`src/rtl/mem_port_arbiter_pkg.sv`:
```
// Shared types and elaboration helpers for the IF/MEM memory port arbiter.
package mem_port_arbiter_pkg;

    typedef enum logic [1:0] {IDLE, ISSUE, WAIT, DONE} state_e;

    typedef enum logic {OWN_IF, OWN_D} owner_e;

    // Both the read latency and the starvation limit must be at least one.
    function automatic bit params_ok(input int lat, input int starve);
        return (lat >= 1) && (starve >= 1);
    endfunction

    // Width of a down-counter that must hold n-1; never narrower than one bit.
    function automatic int cnt_w(input int n);
        return (n > 1) ? $clog2(n) : 1;
    endfunction

endpackage

```
`src/rtl/mem_port_arbiter_if.sv`:
```
// Bundle of the fetch, data and memory-side signals around the arbiter.
// master: pipeline + memory side, slave: the arbiter itself.
interface mem_port_arbiter_if #(
    parameter int AW = 32,
    parameter int DW = 32
);
    logic          if_req;
    logic [AW-1:0] if_addr;
    logic          if_rvalid;
    logic [DW-1:0] if_rdata;
    logic          if_stall;

    logic          d_req;
    logic          d_we;
    logic [AW-1:0] d_addr;
    logic [DW-1:0] d_wdata;
    logic          d_done;
    logic [DW-1:0] d_rdata;
    logic          d_stall;

    logic          m_en;
    logic          m_we;
    logic [AW-1:0] m_addr;
    logic [DW-1:0] m_wdata;
    logic [DW-1:0] m_rdata;

    modport master (
        output if_req, if_addr, d_req, d_we, d_addr, d_wdata, m_rdata,
        input  if_rvalid, if_rdata, if_stall, d_done, d_rdata, d_stall,
               m_en, m_we, m_addr, m_wdata
    );

    modport slave (
        input  if_req, if_addr, d_req, d_we, d_addr, d_wdata, m_rdata,
        output if_rvalid, if_rdata, if_stall, d_done, d_rdata, d_stall,
               m_en, m_we, m_addr, m_wdata
    );
endinterface

```
`src/rtl/mem_port_arbiter_starve_ctr.sv`:
```
// Saturating count of data grants made while a fetch was waiting.
// Clear wins over increment; sat_o tells the arbiter to let fetch through.
module starve_ctr #(
    parameter int STARVE = 4
) (
    input  logic clk_i,
    input  logic rst_ni,
    input  logic inc_i,
    input  logic clr_i,
    output logic sat_o
);
    localparam int CW = $clog2(STARVE + 1);
    localparam logic [CW-1:0] SAT = CW'(STARVE);

    logic [CW-1:0] cnt_q, cnt_d;

    // Next count: clear, else count up until saturation
    always_comb begin
        cnt_d = cnt_q;
        if (clr_i) begin
            cnt_d = '0;
        end else if (inc_i && (cnt_q != SAT)) begin
            cnt_d = cnt_q + CW'(1);
        end
    end

    // Count register
    always_ff @(posedge clk_i or negedge rst_ni) begin
        if (!rst_ni) begin
            cnt_q <= '0;
        end else begin
            cnt_q <= cnt_d;
        end
    end

    assign sat_o = (cnt_q == SAT);
endmodule

```
`src/rtl/mem_port_arbiter.sv`:
```
// Serialises IF and MEM stage accesses onto one single-ported memory.
// Data has priority; a fetch is forced through after STARVE data grants.
// One access takes LAT+3 cycles: IDLE, ISSUE, LAT WAIT cycles, DONE.
module mem_port_arbiter
    import mem_port_arbiter_pkg::*;
#(
    parameter int AW     = 32,
    parameter int DW     = 32,
    parameter int LAT    = 2,
    parameter int STARVE = 4
) (
    input  logic                 clk_i,
    input  logic                 rst_ni,
    mem_port_arbiter_if.slave    bus
);
    localparam int CW = cnt_w(LAT);
    localparam logic [CW-1:0] CNT_LOAD = CW'(LAT - 1);

    if (!params_ok(LAT, STARVE)) begin : g_bad_params
        $error("mem_port_arbiter: LAT and STARVE must both be >= 1");
    end

    state_e        state_q, state_d;
    owner_e        owner_q, owner_d;
    logic          own_we_q, own_we_d;
    logic          abandon_q, abandon_d;
    logic [CW-1:0] cnt_q, cnt_d;

    logic          m_en_q, m_en_d;
    logic          m_we_q, m_we_d;
    logic [AW-1:0] m_addr_q, m_addr_d;
    logic [DW-1:0] m_wdata_q, m_wdata_d;
    logic          if_rvalid_q, if_rvalid_d;
    logic [DW-1:0] if_rdata_q, if_rdata_d;
    logic          d_done_q, d_done_d;
    logic [DW-1:0] d_rdata_q, d_rdata_d;

    logic if_qual, d_qual, grant_d, grant_if;
    logic starve_inc, starve_clr, starve_sat;
    logic fetch_dropped;

    // A request whose completion pulse is showing this cycle is already served.
    assign if_qual  = bus.if_req & ~if_rvalid_q;
    assign d_qual   = bus.d_req & ~d_done_q;
    assign grant_d  = (state_q == IDLE) & d_qual & ~(if_qual & starve_sat);
    assign grant_if = (state_q == IDLE) & if_qual & ~grant_d;

    assign starve_inc = grant_d & bus.if_req;
    assign starve_clr = grant_if | ~bus.if_req;

    // Branch flush: fetch owner withdrew its request mid-access.
    assign fetch_dropped = (owner_q == OWN_IF) & ~bus.if_req;

    starve_ctr #(.STARVE(STARVE)) u_starve (
        .clk_i (clk_i),
        .rst_ni(rst_ni),
        .inc_i (starve_inc),
        .clr_i (starve_clr),
        .sat_o (starve_sat)
    );

    // Next-state, grant capture and completion pulses
    always_comb begin
        state_d     = state_q;
        owner_d     = owner_q;
        own_we_d    = own_we_q;
        abandon_d   = abandon_q;
        cnt_d       = cnt_q;
        m_en_d      = 1'b0;
        m_we_d      = 1'b0;
        m_addr_d    = m_addr_q;
        m_wdata_d   = m_wdata_q;
        if_rvalid_d = 1'b0;
        if_rdata_d  = if_rdata_q;
        d_done_d    = 1'b0;
        d_rdata_d   = d_rdata_q;

        unique case (state_q)
            IDLE: begin
                if (grant_d || grant_if) begin
                    state_d   = ISSUE;
                    abandon_d = 1'b0;
                    m_en_d    = 1'b1;
                    if (grant_d) begin
                        owner_d   = OWN_D;
                        own_we_d  = bus.d_we;
                        m_we_d    = bus.d_we;
                        m_addr_d  = bus.d_addr;
                        m_wdata_d = bus.d_wdata;
                    end else begin
                        owner_d  = OWN_IF;
                        own_we_d = 1'b0;
                        m_addr_d = bus.if_addr;
                    end
                end
            end
            ISSUE: begin
                cnt_d   = CNT_LOAD;
                state_d = WAIT;
                if (fetch_dropped) abandon_d = 1'b1;
            end
            WAIT: begin
                if (fetch_dropped) abandon_d = 1'b1;
                if (cnt_q == '0) begin
                    state_d = DONE;
                    if (owner_q == OWN_D) begin
                        d_done_d = 1'b1;
                        if (!own_we_q) d_rdata_d = bus.m_rdata;
                    end else if (!abandon_q && bus.if_req) begin
                        if_rvalid_d = 1'b1;
                        if_rdata_d  = bus.m_rdata;
                    end
                end else begin
                    cnt_d = cnt_q - CW'(1);
                end
            end
            DONE: state_d = IDLE;
            default: state_d = IDLE;
        endcase
    end

    // FSM state, owner and latency counter
    always_ff @(posedge clk_i or negedge rst_ni) begin
        if (!rst_ni) begin
            state_q   <= IDLE;
            owner_q   <= OWN_IF;
            own_we_q  <= 1'b0;
            abandon_q <= 1'b0;
            cnt_q     <= '0;
        end else begin
            state_q   <= state_d;
            owner_q   <= owner_d;
            own_we_q  <= own_we_d;
            abandon_q <= abandon_d;
            cnt_q     <= cnt_d;
        end
    end

    // Registered memory strobe/bus and requester return data
    always_ff @(posedge clk_i or negedge rst_ni) begin
        if (!rst_ni) begin
            m_en_q      <= 1'b0;
            m_we_q      <= 1'b0;
            m_addr_q    <= '0;
            m_wdata_q   <= '0;
            if_rvalid_q <= 1'b0;
            if_rdata_q  <= '0;
            d_done_q    <= 1'b0;
            d_rdata_q   <= '0;
        end else begin
            m_en_q      <= m_en_d;
            m_we_q      <= m_we_d;
            m_addr_q    <= m_addr_d;
            m_wdata_q   <= m_wdata_d;
            if_rvalid_q <= if_rvalid_d;
            if_rdata_q  <= if_rdata_d;
            d_done_q    <= d_done_d;
            d_rdata_q   <= d_rdata_d;
        end
    end

    assign bus.m_en      = m_en_q;
    assign bus.m_we      = m_we_q;
    assign bus.m_addr    = m_addr_q;
    assign bus.m_wdata   = m_wdata_q;
    assign bus.if_rvalid = if_rvalid_q;
    assign bus.if_rdata  = if_rdata_q;
    assign bus.if_stall  = bus.if_req & ~if_rvalid_q;
    assign bus.d_done    = d_done_q;
    assign bus.d_rdata   = d_rdata_q;
    assign bus.d_stall   = bus.d_req & ~d_done_q;
endmodule
```
`src/flat_wrapper.sv`:
```
// flat-port wrapper written by rule: the top's interface ports become plain ports
module mem_port_arbiter_flat import mem_port_arbiter_pkg::*;
#(
    parameter int AW     = 32,
    parameter int DW     = 32,
    parameter int LAT    = 2,
    parameter int STARVE = 4
)
  (clk_i, rst_ni, bus_if_req, bus_if_addr, bus_d_req, bus_d_we, bus_d_addr, bus_d_wdata, bus_m_rdata, bus_if_rvalid, bus_if_rdata, bus_if_stall, bus_d_done, bus_d_rdata, bus_d_stall, bus_m_en, bus_m_we, bus_m_addr, bus_m_wdata);
  mem_port_arbiter_if #(.AW(AW), .DW(DW)) bus_i ();
  input  logic clk_i;
  input  logic rst_ni;
  input wire logic [$bits(bus_i.if_req)-1:0] bus_if_req;
  input wire logic [$bits(bus_i.if_addr)-1:0] bus_if_addr;
  input wire logic [$bits(bus_i.d_req)-1:0] bus_d_req;
  input wire logic [$bits(bus_i.d_we)-1:0] bus_d_we;
  input wire logic [$bits(bus_i.d_addr)-1:0] bus_d_addr;
  input wire logic [$bits(bus_i.d_wdata)-1:0] bus_d_wdata;
  input wire logic [$bits(bus_i.m_rdata)-1:0] bus_m_rdata;
  output wire logic [$bits(bus_i.if_rvalid)-1:0] bus_if_rvalid;
  output wire logic [$bits(bus_i.if_rdata)-1:0] bus_if_rdata;
  output wire logic [$bits(bus_i.if_stall)-1:0] bus_if_stall;
  output wire logic [$bits(bus_i.d_done)-1:0] bus_d_done;
  output wire logic [$bits(bus_i.d_rdata)-1:0] bus_d_rdata;
  output wire logic [$bits(bus_i.d_stall)-1:0] bus_d_stall;
  output wire logic [$bits(bus_i.m_en)-1:0] bus_m_en;
  output wire logic [$bits(bus_i.m_we)-1:0] bus_m_we;
  output wire logic [$bits(bus_i.m_addr)-1:0] bus_m_addr;
  output wire logic [$bits(bus_i.m_wdata)-1:0] bus_m_wdata;
  assign bus_i.if_req = bus_if_req;
  assign bus_i.if_addr = bus_if_addr;
  assign bus_i.d_req = bus_d_req;
  assign bus_i.d_we = bus_d_we;
  assign bus_i.d_addr = bus_d_addr;
  assign bus_i.d_wdata = bus_d_wdata;
  assign bus_i.m_rdata = bus_m_rdata;
  assign bus_if_rvalid = bus_i.if_rvalid;
  assign bus_if_rdata = bus_i.if_rdata;
  assign bus_if_stall = bus_i.if_stall;
  assign bus_d_done = bus_i.d_done;
  assign bus_d_rdata = bus_i.d_rdata;
  assign bus_d_stall = bus_i.d_stall;
  assign bus_m_en = bus_i.m_en;
  assign bus_m_we = bus_i.m_we;
  assign bus_m_addr = bus_i.m_addr;
  assign bus_m_wdata = bus_i.m_wdata;
  mem_port_arbiter #(.AW(AW), .DW(DW), .LAT(LAT), .STARVE(STARVE)) u_core (.clk_i(clk_i), .rst_ni(rst_ni), .bus(bus_i));
endmodule
```
`config.mk`:
```
export PLATFORM = sky130hd
export DESIGN_NAME = mem_port_arbiter_flat
export DESIGN_NICKNAME = d
export VERILOG_FILES = /design/src/rtl/mem_port_arbiter_pkg.sv /design/src/rtl/mem_port_arbiter_if.sv /design/src/rtl/mem_port_arbiter_starve_ctr.sv /design/src/rtl/mem_port_arbiter.sv /design/src/flat_wrapper.sv
export SDC_FILE = /design/constraint.sdc
export NUM_CORES = 1
export LEC_CHECK = 0
export ABC_AREA = 1
export ABC_CLOCK_PERIOD_IN_PS = 1800
export CAP_MARGIN = 40
export CORE_AREA = 2 2 131 133
export DETAILED_ROUTE_END_ITERATION = 6
export DIE_AREA = 0 0 133 135
export HOLD_SLACK_MARGIN = 0.06
export PLACE_DENSITY_LB_ADDON = 0.2
export SETUP_SLACK_MARGIN = 0.1
export SYNTH_ARGS = -nofsm -noshare
export SYNTH_HDL_FRONTEND = slang
export SYNTH_SLANG_ARGS = --single-unit
```
`constraint.sdc`:
```
create_clock -name clk_i -period 1.8 [get_ports clk_i]
set_clock_uncertainty 0.2 [all_clocks]
set_input_delay 0.54 -clock clk_i [delete_from_list [all_inputs] [get_ports clk_i]]
set_output_delay 0.54 -clock clk_i [all_outputs]
set_load 0.01 [all_outputs]
```
==> results of run 1 <==
==> cells by family (layout without fill, tap and decap cells) <==
kind of cell | count (synthesis) | count (layout) | share of synthesized area [%]
simple gates | 360 | 360 | 24.7
buf+inv | 157 | 559 | 11.4
flops | 141 | 141 | 57.1
compound gates | 71 | 71 | 5.77
fa+ha+maj | 5 | 5 | 1.01
==> layer usage <==
layer | vias to the layer above | part of all wire (%) | track usage [%]
met3 | 42 | 9.1 | 7.77
met5 | - | 0 | 0
met2 | 303 | 51 | 39.7
li1 | 3061 | - | -
met1 | 3179 | 38 | 29.3
met4 | 0 | 2.4 | 8.12
==> synth_stat cells <==
cell	n	area (sq um)
buf_6	8	90.1
nor2_1	8	30.0
inv_1	114	428
dfrtp_1	141	3530
nand2_1	243	912
nor3_4	1	16.3
buf_2	22	110
clkbuf_2	2	10.0
nand3_2	1	10.0
ha_1	5	62.6
clkbuf_1	1	3.75
nand3_1	100	500
nand2_2	2	12.5
nor2_4	1	11.3
a21oi_1	1	5.00
inv_2	3	11.3
buf_4	7	52.6
o21ai_0	37	185
o22ai_1	1	6.26
nand2_4	1	11.3
nand4_1	3	18.8
o21ai_1	32	160
==> layout make-up <==
cell class	count	share of cell area, %
Tap cell	220	2.28
Clock inverter	10	1.14
Timing Repair Buffer	411	34.5
Multi-Input combinational cell	436	25.1
Inverter	117	3.81
Sequential cell	141	29.3
Clock buffer	21	3.90
==> path summary, 6_finish.rpt <==
path,from,endpoint,cells past startpoint
max reg2reg,u_core.state_q[1]$_DFFE_PN0P_,u_core.bus.m_addr[25]$_DFFE_PN0P_,12
min in group asynchronous,rst_ni,u_core.bus.m_addr[17]$_DFFE_PN0P_,2
max,u_core.bus.d_done$_DFF_PN0_,bus_d_stall,3
min,u_core.bus.m_addr[30]$_DFFE_PN0P_,u_core.bus.m_addr[30]$_DFFE_PN0P_,2
max in group asynchronous,rst_ni,u_core.bus.m_wdata[23]$_DFFE_PN0P_,3
min reg2reg,u_core.bus.m_addr[30]$_DFFE_PN0P_,u_core.bus.m_addr[30]$_DFFE_PN0P_,2
==> power breakdown <==
| part | switching (mW) | internal, mW | total, mW | leakage [nW] |
|---|---|---|---|---|
| sequential | 1.03 | 4.68 | 5.70 | 1.75 |
| combinational | 5.10 | 5.60 | 10.7 | 4.16 |
| clock | 1.38 | 2.28 | 3.66 | 0.295 |
| total | 7.51 | 12.6 | 20.1 | 6.21 |
==> flip-flops by register name (all words and copies together), names as in the netlist <==
name and flops:
u_core.owner_q 1, u_core.bus.d_rdata 32, u_core.bus.if_rvalid 1, u_core.u_starve.cnt_q 3, u_core.bus.m_wdata 32, u_core.bus.if_rdata 32, u_core.bus.d_done 1, u_core.cnt_q 1
u_core.own_we_q 1, u_core.abandon_q 1, u_core.state_q 2, u_core.bus.m_en 1, u_core.bus.m_we 1, u_core.bus.m_addr 32
==> through the flow <==
stage	setup slack [ps]	util, %
2_1_floorplan	140	-
3_3_place_gp	-660	56.6
3_5_place_dp	-687	56.6
4_1_cts	-80.8	62.7
5_1_grt	-135	73.5
6_report	-74.5	73.5
==> worst reg2reg max path, delay by kind of cell (launching register included) <==
| family | cells | cell delay (ps) |
|---|---|---|
| adders and majority gates | 1 | 140 |
| buffers and inverters | 6 | 710 |
| DFF | 1 | 400 |
| and+or+nand+nor | 5 | 350 |
==> timing repair <==
action	CTS	global route
hold buffers	1	0
pin swaps	29	54
setup endpoints to repair	230	260
gates cloned	14	10
resized for setup	683	287
setup buffers	27	62
hold endpoints to repair	27	0
==> metrics.txt, run 1 <==
failing checks=negative setup slack; number of max-cap violations=0; worst-path fanout max=2; Reg2Reg Setup Slack=-50 ps; Slew @ Worst Pin=approximately 390 ps; drt drc=0; CTS Buffer Depth=2; Die H=135 microns; Yosys warnings=0; commonest non-fill, non-tap cell in the layout=dfrtp_1; antenna-violating nets left=0; final wirelength=roughly 24000 microns; Worst-path clk slew=60 ps; Post-Syn Area=between 6000 and 7000 sq um; drt pass-1 iters=4; Multi-input gate area=between 3000 and 4000 sq um; core area=approximately 16000 sq um; CTS root buffer=clkbuf_16; Worst path slowest cell=dfrtp_1; H-tree depth=4; status=finished, violations left; crit-path leading delay family=flip-flops; Synth Instances=approximately 730; LEAKAGE=slightly above 6 nW; # IOs=267; Pwr Total=20.1 mW; I/O Buffers=~270; layout cell share with drive strength beyond 1=between 40% and 50%; ANT cells=0; setup TNS=-676 ps; most frequent cells in the layout=dfrtp_1, clkdlybuf4s50_1, nand2_1; placed insts=~1200; RSZ-0062 raised after global routing=yes; cts bufs inserted=17; fmax=~530 MHz; Synth Register Bits=approximately 140; CP arrival=around 1100 ps; Final HPWL DP=around 13000 microns; row cnt=47; fin area=~12000 sq um; Data required, critical path=around 1100 ps; crit-path cells=buf_6 > nor2_4 > buf_6; Peak VDD IR=roughly 810 uV; Sequential Area=3530 sq um; Mapped Nets=just under 900; CP Launch Type=register; FILL cells=approximately 1100; initial core utilization=37.6%; Rel. slew slack=between 70% and 80%; Synth cell types=22; Final period util=104%; Setup WS post-layout=-74.5 ps; Vias=~6600; Setup CP Type=reg2out; layout overhead on the synthesized area=95.3%; CTS tree=done; cell mode on critical path=buf_6; die area=roughly 18000 sq um; Worst path max stage delay=~400 ps; initial antenna violation count=0; Routed WL per cell=roughly 18 microns; worst hold path type=reg2reg; Final Critical Period=about 1900 ps; Slew Viols, Final=0; # setup viols final=20; pwr dens=1660 nW/um^2; Iter 0 DRT Violations=349; Die Span X=133 microns; Clock Latency Late Sink=about 420 ps; CP Capture Type=output port; Post-DP Area=around 9300 sq um; final hold slack=about 270 ps; routability cong.=around 0.8; CP Buf/Inv Count=2; vias per inst=4.86; # nets final=1262; syn avg cell area=8.41 sq um; largest net degree at the start of global routing=50; Sink Count=~140; all-layer global routing usage=23.8%; vias in the first global route=~6200; first-pass GRT wire length=between 30000 and 40000 microns; Non-Filler Instances=about 1400; post-synthesis sequential area ratio=between 50% and 60%; Overflow after GRT=0; final hold violation count=0
Note: power is estimated with default switching activity, not from simulation.
==> run 2, diff against run 1 <==
Settings changed: PLACE_DENSITY_LB_ADDON 0.2 to 0.05.
==> run 2 against run 1 <==
Compared with the run above:
- the flow still finishes with violations (negative setup slack)
- count of clock-buffer cells in the layout down 4
- first-iteration DRC count decreased by 31%
- critical path depth did not move
- fmax is 0.14% lower
- wire length fell by 3.8%
- sequential power about the same
==> metrics.txt, run 2 (synthesized netlist as in run 1, its figures left out) <==
CP Capture Type=output port; largest net degree at the start of global routing=65; CTS root buffer=clkbuf_16; Sink Count=approximately 140; Final HPWL DP=12600 microns; final wirelength=approximately 24000 microns; initial antenna violation count=0; commonest non-fill, non-tap cell in the layout=nand2_1; Rel. slew slack=between 80% and 90%; Final Critical Period=roughly 1900 ps; Data required, critical path=between 1000 and 1500 ps; die area=~18000 sq um; final hold violation count=0; Die H=135 microns; vias in the first global route=about 5700; Routed WL per cell=~17 microns; worst hold path type=reg2reg; Worst-path clk slew=around 60 ps; initial core utilization=between 30% and 40%; failing checks=negative setup slack; RSZ-0062 raised after global routing=yes; CP arrival=roughly 1100 ps; all-layer global routing usage=between 20% and 30%; CTS tree=done; core area=~16000 sq um; # setup viols final=2; Iter 0 DRT Violations=between 200 and 250; Vias=approximately 6400; number of max-cap violations=0; Overflow after GRT=0; H-tree depth=4; most frequent cells in the layout=nand2_1, dfrtp_1, clkdlybuf4s50_1; fmax=533 MHz; Slew @ Worst Pin=between 200 and 300 ps; LEAKAGE=about 6.3 nW; # IOs=about 270; first-pass GRT wire length=just over 30000 microns; Slew Viols, Final=0; crit-path leading delay family=flip-flops; Peak VDD IR=approximately 960 uV; routability cong.=~0.76; pwr dens=about 1600 nW/um^2; row cnt=47; status=finished, violations left; antenna-violating nets left=0; CP Launch Type=register; final hold slack=roughly 270 ps; worst-path fanout max=2; drt pass-1 iters=6; Worst path slowest cell=dfrtp_1; cts bufs inserted=17; cell mode on critical path=buf_6; drt drc=0; I/O Buffers=~270; Setup CP Type=reg2out; CTS Buffer Depth=2; ANT cells=0; layout cell share with drive strength beyond 1=42.6%; Die Span X=around 130 microns; Final period util=104%; crit-path cells=buf_6 > nor2_4 > buf_6; Setup WS post-layout=-77.1 ps; Clock Latency Late Sink=between 400 and 500 ps; layout overhead on the synthesized area=95.7%; Pwr Total=around 19 mW; # nets final=roughly 1300; Worst path max stage delay=roughly 400 ps; CP Buf/Inv Count=2; vias per inst=roughly 4.6
## run 2: changes by cell type in the layout (fill, tap and decap cells not counted), sizes merged, moves of 2 or more
cell,previous run,this run
clkbuf,30,34
inv,117,125
clkinv,5,3
bufinv,3,1
buf,270,288
## run 2: layout make-up
| type | count | area [sq um] |
|---|---|---|
| timing repair buffer | 437 | 4510 |
| fill | 1187 | 4320 |
| sequential | 141 | 3530 |
| multi-input combinational | 436 | 2740 |
| inverter | 117 | 452 |
| clock buffer | 17 | 425 |
| tap | 220 | 275 |
| clock inverter | 15 | 153 |
## run 2: final timing paths
check	start	to	slack, ps	cells after the start
worst max register to register	u_core.state_q[0]$_DFFE_PN0P_	u_core.bus.m_addr[21]$_DFFE_PN0P_	20	10
worst min register to register	u_core.bus.m_wdata[11]$_DFFE_PN0P_	u_core.bus.m_wdata[11]$_DFFE_PN0P_	270	2
min in group asynchronous	rst_ni	u_core.bus.m_addr[10]$_DFFE_PN0P_	340	2
worst max-delay path	u_core.bus.d_done$_DFF_PN0_	bus_d_stall	-80	3
worst min-delay path	u_core.bus.m_wdata[11]$_DFFE_PN0P_	u_core.bus.m_wdata[11]$_DFFE_PN0P_	270	2
max in group asynchronous	rst_ni	u_core.bus.m_wdata[30]$_DFFE_PN0P_	580	3
## run 2: timing repair
item | CTS | global route
hold buffers | 1 | 0
gates resized for setup | 644 | 242
setup buffers | 30 | 67
cloned | 10 | 21
pin swaps | 34 | 71
endpoints found under the hold margin | 37 | 0
endpoints found under the setup margin | 263 | 263
## run 2: layer usage
metal,GRT usage (%),vias to the layer above,routed length (microns)
li1,-,3120,-
met1,28.4,2999,9690
met4,5.79,0,363
met3,8.18,21,1680
met5,0,-,0
met2,35.6,239,11800
## run 2: stage by stage
stage / cells / util, % / worst slack [ps] / TNS (ps) / area (sq um)
6_report: 1383 / 73.7 / -77.1 / -148 / 12100
5_1_grt: 1383 / 73.7 / -121 / -1550 / 12100
4_1_cts: 1297 / 62.7 / -78.6 / -178 / 10300
3_5_place_dp: 1226 / 57.4 / -659 / -43230 / 9420
3_3_place_gp: 1226 / 57.4 / -665 / -42640 / 9420
2_1_floorplan: 734 / - / 140 / 0 / 6180
## run 2: report_power, final
| part | total (mW) | internal (mW) | leakage, nW | switching (mW) |
|---|---|---|---|---|
| logic | 10.3 | 5.57 | 4.27 | 4.75 |
| registers | 5.67 | 4.67 | 1.75 | 0.999 |
| clock network | 3.48 | 1.95 | 0.277 | 1.53 |
## run 2: worst min-delay path, stage by stage (launching register included)
cell and delay (ps):
dfrtp_1 340, nand2_1 50, nand2_1 50
==> variant 1: new RTL, settings of run 2 <==
Encoding of `state_e`: now Gray code (2 bits for 4 states).
--- a/src/rtl/mem_port_arbiter_pkg.sv
+++ b/src/rtl/mem_port_arbiter_pkg.sv
@@ -1,7 +1,7 @@
 // Shared types and elaboration helpers for the IF/MEM memory port arbiter.
 package mem_port_arbiter_pkg;
 
-    typedef enum logic [1:0] {IDLE, ISSUE, WAIT, DONE} state_e;
+    typedef enum logic [1:0] {IDLE = 2'b00, ISSUE = 2'b01, WAIT = 2'b11, DONE = 2'b10} state_e;
 
     typedef enum logic {OWN_IF, OWN_D} owner_e;
 
Formal check against the unedited RTL: no difference found for any inputs over 4 cycles, from zero or initial values and one cycle with rst_ni low; so few cycles prove little.
==> variant 1 against run 2 <==
The run still ends with setup timing left. First-iteration DRC count rose by 12%. Setup slack got worse by 11 ps. Final area fell by 9.8%. Area after synthesis rose by 3.9%. Hold slack got worse by 5.5 ps. Synthesized cell count fell by 1.1%. Combinational power fell by 15%. Register-to-register slack got worse by 70 ps. Sequential cell count did not move. Wire length fell by 12%. Total power fell by 5.9%. Via count fell by 6.9%. Critical endpoint unchanged. Largest cell class unchanged. Largest power group unchanged.
==> variant 1: results <==
INSERT INTO impl_metrics (metric_group, metric, value, unit) VALUES
('power_and_ir_drop', 'irDropWorstVdd', '0.813', 'mV'),
('sta', 'setup_viol', '16', ''),
('synth', 'syn_area_cell', '8.84', 'sq um'),
('cts', 'cts-resized-gates', '563', ''),
('sta', 'worstMarginPinSlew', '344', 'ps'),
('run_status', 'status', 'finished with violations', ''),
('worst_hold_path', 'hold_start', 'u_core.bus.m_wdata[1]$_DFFE_PN0P_', ''),
('setup_path', 'worst_r2r_startpoint', 'u_core.bus.d_done$_DFF_PN0_', ''),
('drt', 'wl_per_cell', '15.8', 'um'),
('sta', 'crit_path_setup_slack_layout', '-88.2', 'ps'),
('final_layout', 'final_layout_size_suffix_gt1_frac', '0.316', ''),
('setup_path', 'worst_r2r_path_depth', '11', ''),
('drt', 'via_per_inst', '4.53', ''),
('synth', 'synth_commonest_cells', '205 x nand2_1, 141 x dfrtp_1, 133 x nand3_1', ''),
('run_status', 'failed_checks', 'setup timing', ''),
('grt', 'grtUsageTotal', '0.217', ''),
('placed_design', 'dp_worst_setup_slack', '-694', 'ps'),
('power_and_ir_drop', 'report.power.total', '18300', 'uW'),
('drt', 'dr_total_vias', '5936', ''),
('synth', 'post_synth_main_area_contributors', 'dfrtp_1 55%, nand2_1 12%, nand3_1 10%, inv_1 6.4%, o21ai_2 5.6%', '');
==> variant 1: where the power goes <==
part	internal [uW]	switching, uW
clock network	2670	1330
logic	4770	3960
registers	4680	901
total	12100	6190
==> variant 1: kinds of logic (layout without fill, tap and decap cells) <==
family / Yosys count / after routing / share of synthesized area
adders and majority gates: 2 / 2 / 0.00390
DFF: 141 / 141 / 0.550
buffers and inverters: 155 / 518 / 0.120
AOI/OAI and AO/OA: 68 / 68 / 0.0786
and+or+nand+nor: 360 / 360 / 0.248
==> variant 1: area by class of cell <==
type	count	area, sq um
inverters	111	417
repair buffers	375	3780
well taps	220	275
clock inverters	11	213
flip-flops and latches	141	3530
multi-input cells	430	2230
clock buffers	21	460
fillers	1357	5510
==> variant 1: routing by layer <==
metal	wire length, um	up-vias	global-route usage
met5	0	-	0
met4	181	0	0.0699
met3	1970	15	0.0770
met2	10200	224	0.352
met1	8300	2722	0.272
li1	-	2975	-
==> variant 2: new RTL, settings of run 2 <==
Made on the original files. `STARVE` is set to 4 in 3 places; all go to 2.
--- a/src/rtl/mem_port_arbiter_starve_ctr.sv
+++ b/src/rtl/mem_port_arbiter_starve_ctr.sv
@@ -1,7 +1,7 @@
 // Saturating count of data grants made while a fetch was waiting.
 // Clear wins over increment; sat_o tells the arbiter to let fetch through.
 module starve_ctr #(
-    parameter int STARVE = 4
+    parameter int STARVE = 2
 ) (
     input  logic clk_i,
     input  logic rst_ni,
--- a/src/rtl/mem_port_arbiter.sv
+++ b/src/rtl/mem_port_arbiter.sv
@@ -7,7 +7,7 @@
     parameter int AW     = 32,
     parameter int DW     = 32,
     parameter int LAT    = 2,
-    parameter int STARVE = 4
+    parameter int STARVE = 2
 ) (
     input  logic                 clk_i,
     input  logic                 rst_ni,
--- a/src/flat_wrapper.sv
+++ b/src/flat_wrapper.sv
@@ -4,7 +4,7 @@
     parameter int AW     = 32,
     parameter int DW     = 32,
     parameter int LAT    = 2,
-    parameter int STARVE = 4
+    parameter int STARVE = 2
 )
   (clk_i, rst_ni, bus_if_req, bus_if_addr, bus_d_req, bus_d_we, bus_d_addr, bus_d_wdata, bus_m_rdata, bus_if_rvalid, bus_if_rdata, bus_if_stall, bus_d_done, bus_d_rdata, bus_d_stall, bus_m_en, bus_m_we, bus_m_addr, bus_m_wdata);
   mem_port_arbiter_if #(.AW(AW), .DW(DW)) bus_i ();
Formal check against the unedited RTL: no difference found for any inputs over 4 cycles, from zero or initial values and one cycle with rst_ni low; that may be too few to reach the edited logic, so the function may still have changed.
==> variant 2 against run 2 <==
The flow still finishes with violations (setup timing). Setup slack improved by 34 ps. Total power rose by 6.0%. Area after synthesis shrank 4.1%. Register-to-register slack got worse by 50 ps. Final area grew 0.91%. Sequential cell count is 1 lower. Wire length grew 8.1%. Final cell count down 2.5%. Sequential share of layout area shrank 0.46 points. Global-route usage is 1.5 points higher. Critical path depth up 1. Via count up 3.4%. Synthesized cell count is 5.0% lower. Largest cell class unchanged.
==> variant 2: results <==
INSERT INTO impl_metrics (metric_group, metric, value, unit) VALUES
('placed_design', 'place.gp.congestion', '0.810', ''),
('power_and_ir_drop', 'irDropWorstVdd', '0.911', 'mV'),
('placed_design', 'detailedPlacementHpwl', '13200', 'um'),
('drt', 'drt_pre_antenna_iters', '5', ''),
('grt', 'grtUsageTotal', '0.236', ''),
('synth', 'synth.yosys.seq_area_share', '0.591', ''),
('run_status', 'failed_checks', 'setup timing', ''),
('cts', 'cts-resized-gates', '655', ''),
('grt', 'vias_in_the_first_global_route', '6117', ''),
('final_layout', 'total_number_of_nets_in_the_final_design', '1253', ''),
('drt', 'wl_per_cell', '18.9', 'um'),
('cts', 'postCtsSetupRepairBufs', '31', ''),
('setup_path', 'r2r_end', 'u_core.bus.if_rdata[15]$_DFFE_PN0P_', ''),
('synth', 'synth_fp_nets', '835', ''),
('drt', 'drt_iter0_markers', '328', ''),
('sta', 'setup_viol', '13', ''),
('power_and_ir_drop', 'power.leakage', '0.00618', 'uW'),
('grt', 'maximum_number_of_pins_on_one_net_before_global_route_repair', '39', ''),
('sta', 'crit_path_setup_slack_layout', '-42.8', 'ps'),
('run_status', 'status', 'finished with violations', '');
variant 2: changes by cell type in the layout (fill, tap and decap cells not counted), sizes merged, moves of 2 or more:
cell	before	now
inv	125	52
nand2	246	314
nand3	101	70
clkinv	3	7
bufinv	1	3
variant 2: layout make-up:
| cell class | count | share of cell area |
|---|---|---|
| clock buffers | 19 | 0.0363 |
| repair buffers | 436 | 0.365 |
| multi-input cells | 468 | 0.258 |
| flip-flops and latches | 140 | 0.287 |
| inverters | 52 | 0.0172 |
| well taps | 220 | 0.0226 |
| clock inverters | 13 | 0.0136 |
variant 2: worst reg2reg max path, delay by kind of cell (launching register included):
| family | cells | cell delay (ps) |
|---|---|---|
| adder cells (fa/ha/maj) | 1 | 150 |
| AND/OR/NAND/NOR | 2 | 160 |
| flip-flops | 1 | 390 |
| AO/OA/AOI/OAI | 1 | 70 |
| buffers and inverters | 6 | 750 |
variant 2: metal layers:
metal / global-route usage / wire length (um) / vias up
li1: - / - / 3036
met1: 0.281 / 9640 / 3227
met2: 0.399 / 13100 / 276
met3: 0.0781 / 1880 / 58
met4: 0.0884 / 870 / 0
met5: 0 / 0 / -
variant 2: report_power, final:
| part | switching [uW] | leakage (uW) | internal, uW |
|---|---|---|---|
| clock network | 1400 | 0.000290 | 2220 |
| logic | 5270 | 0.00415 | 6030 |
| registers | 1060 | 0.00174 | 4660 |
variant 2: through the flow:
step | cells | setup WS (ps) | instance area [sq um] | utilization
after floorplan | 697 | 106 | 5930 | -
after global placement | 1178 | -630 | 9040 | 0.551
after detailed placement | 1178 | -653 | 9040 | 0.551
after CTS | 1254 | -95.9 | 9920 | 0.605
after global routing | 1348 | -102 | 12200 | 0.743
final | 1348 | -42.8 | 12200 | 0.743
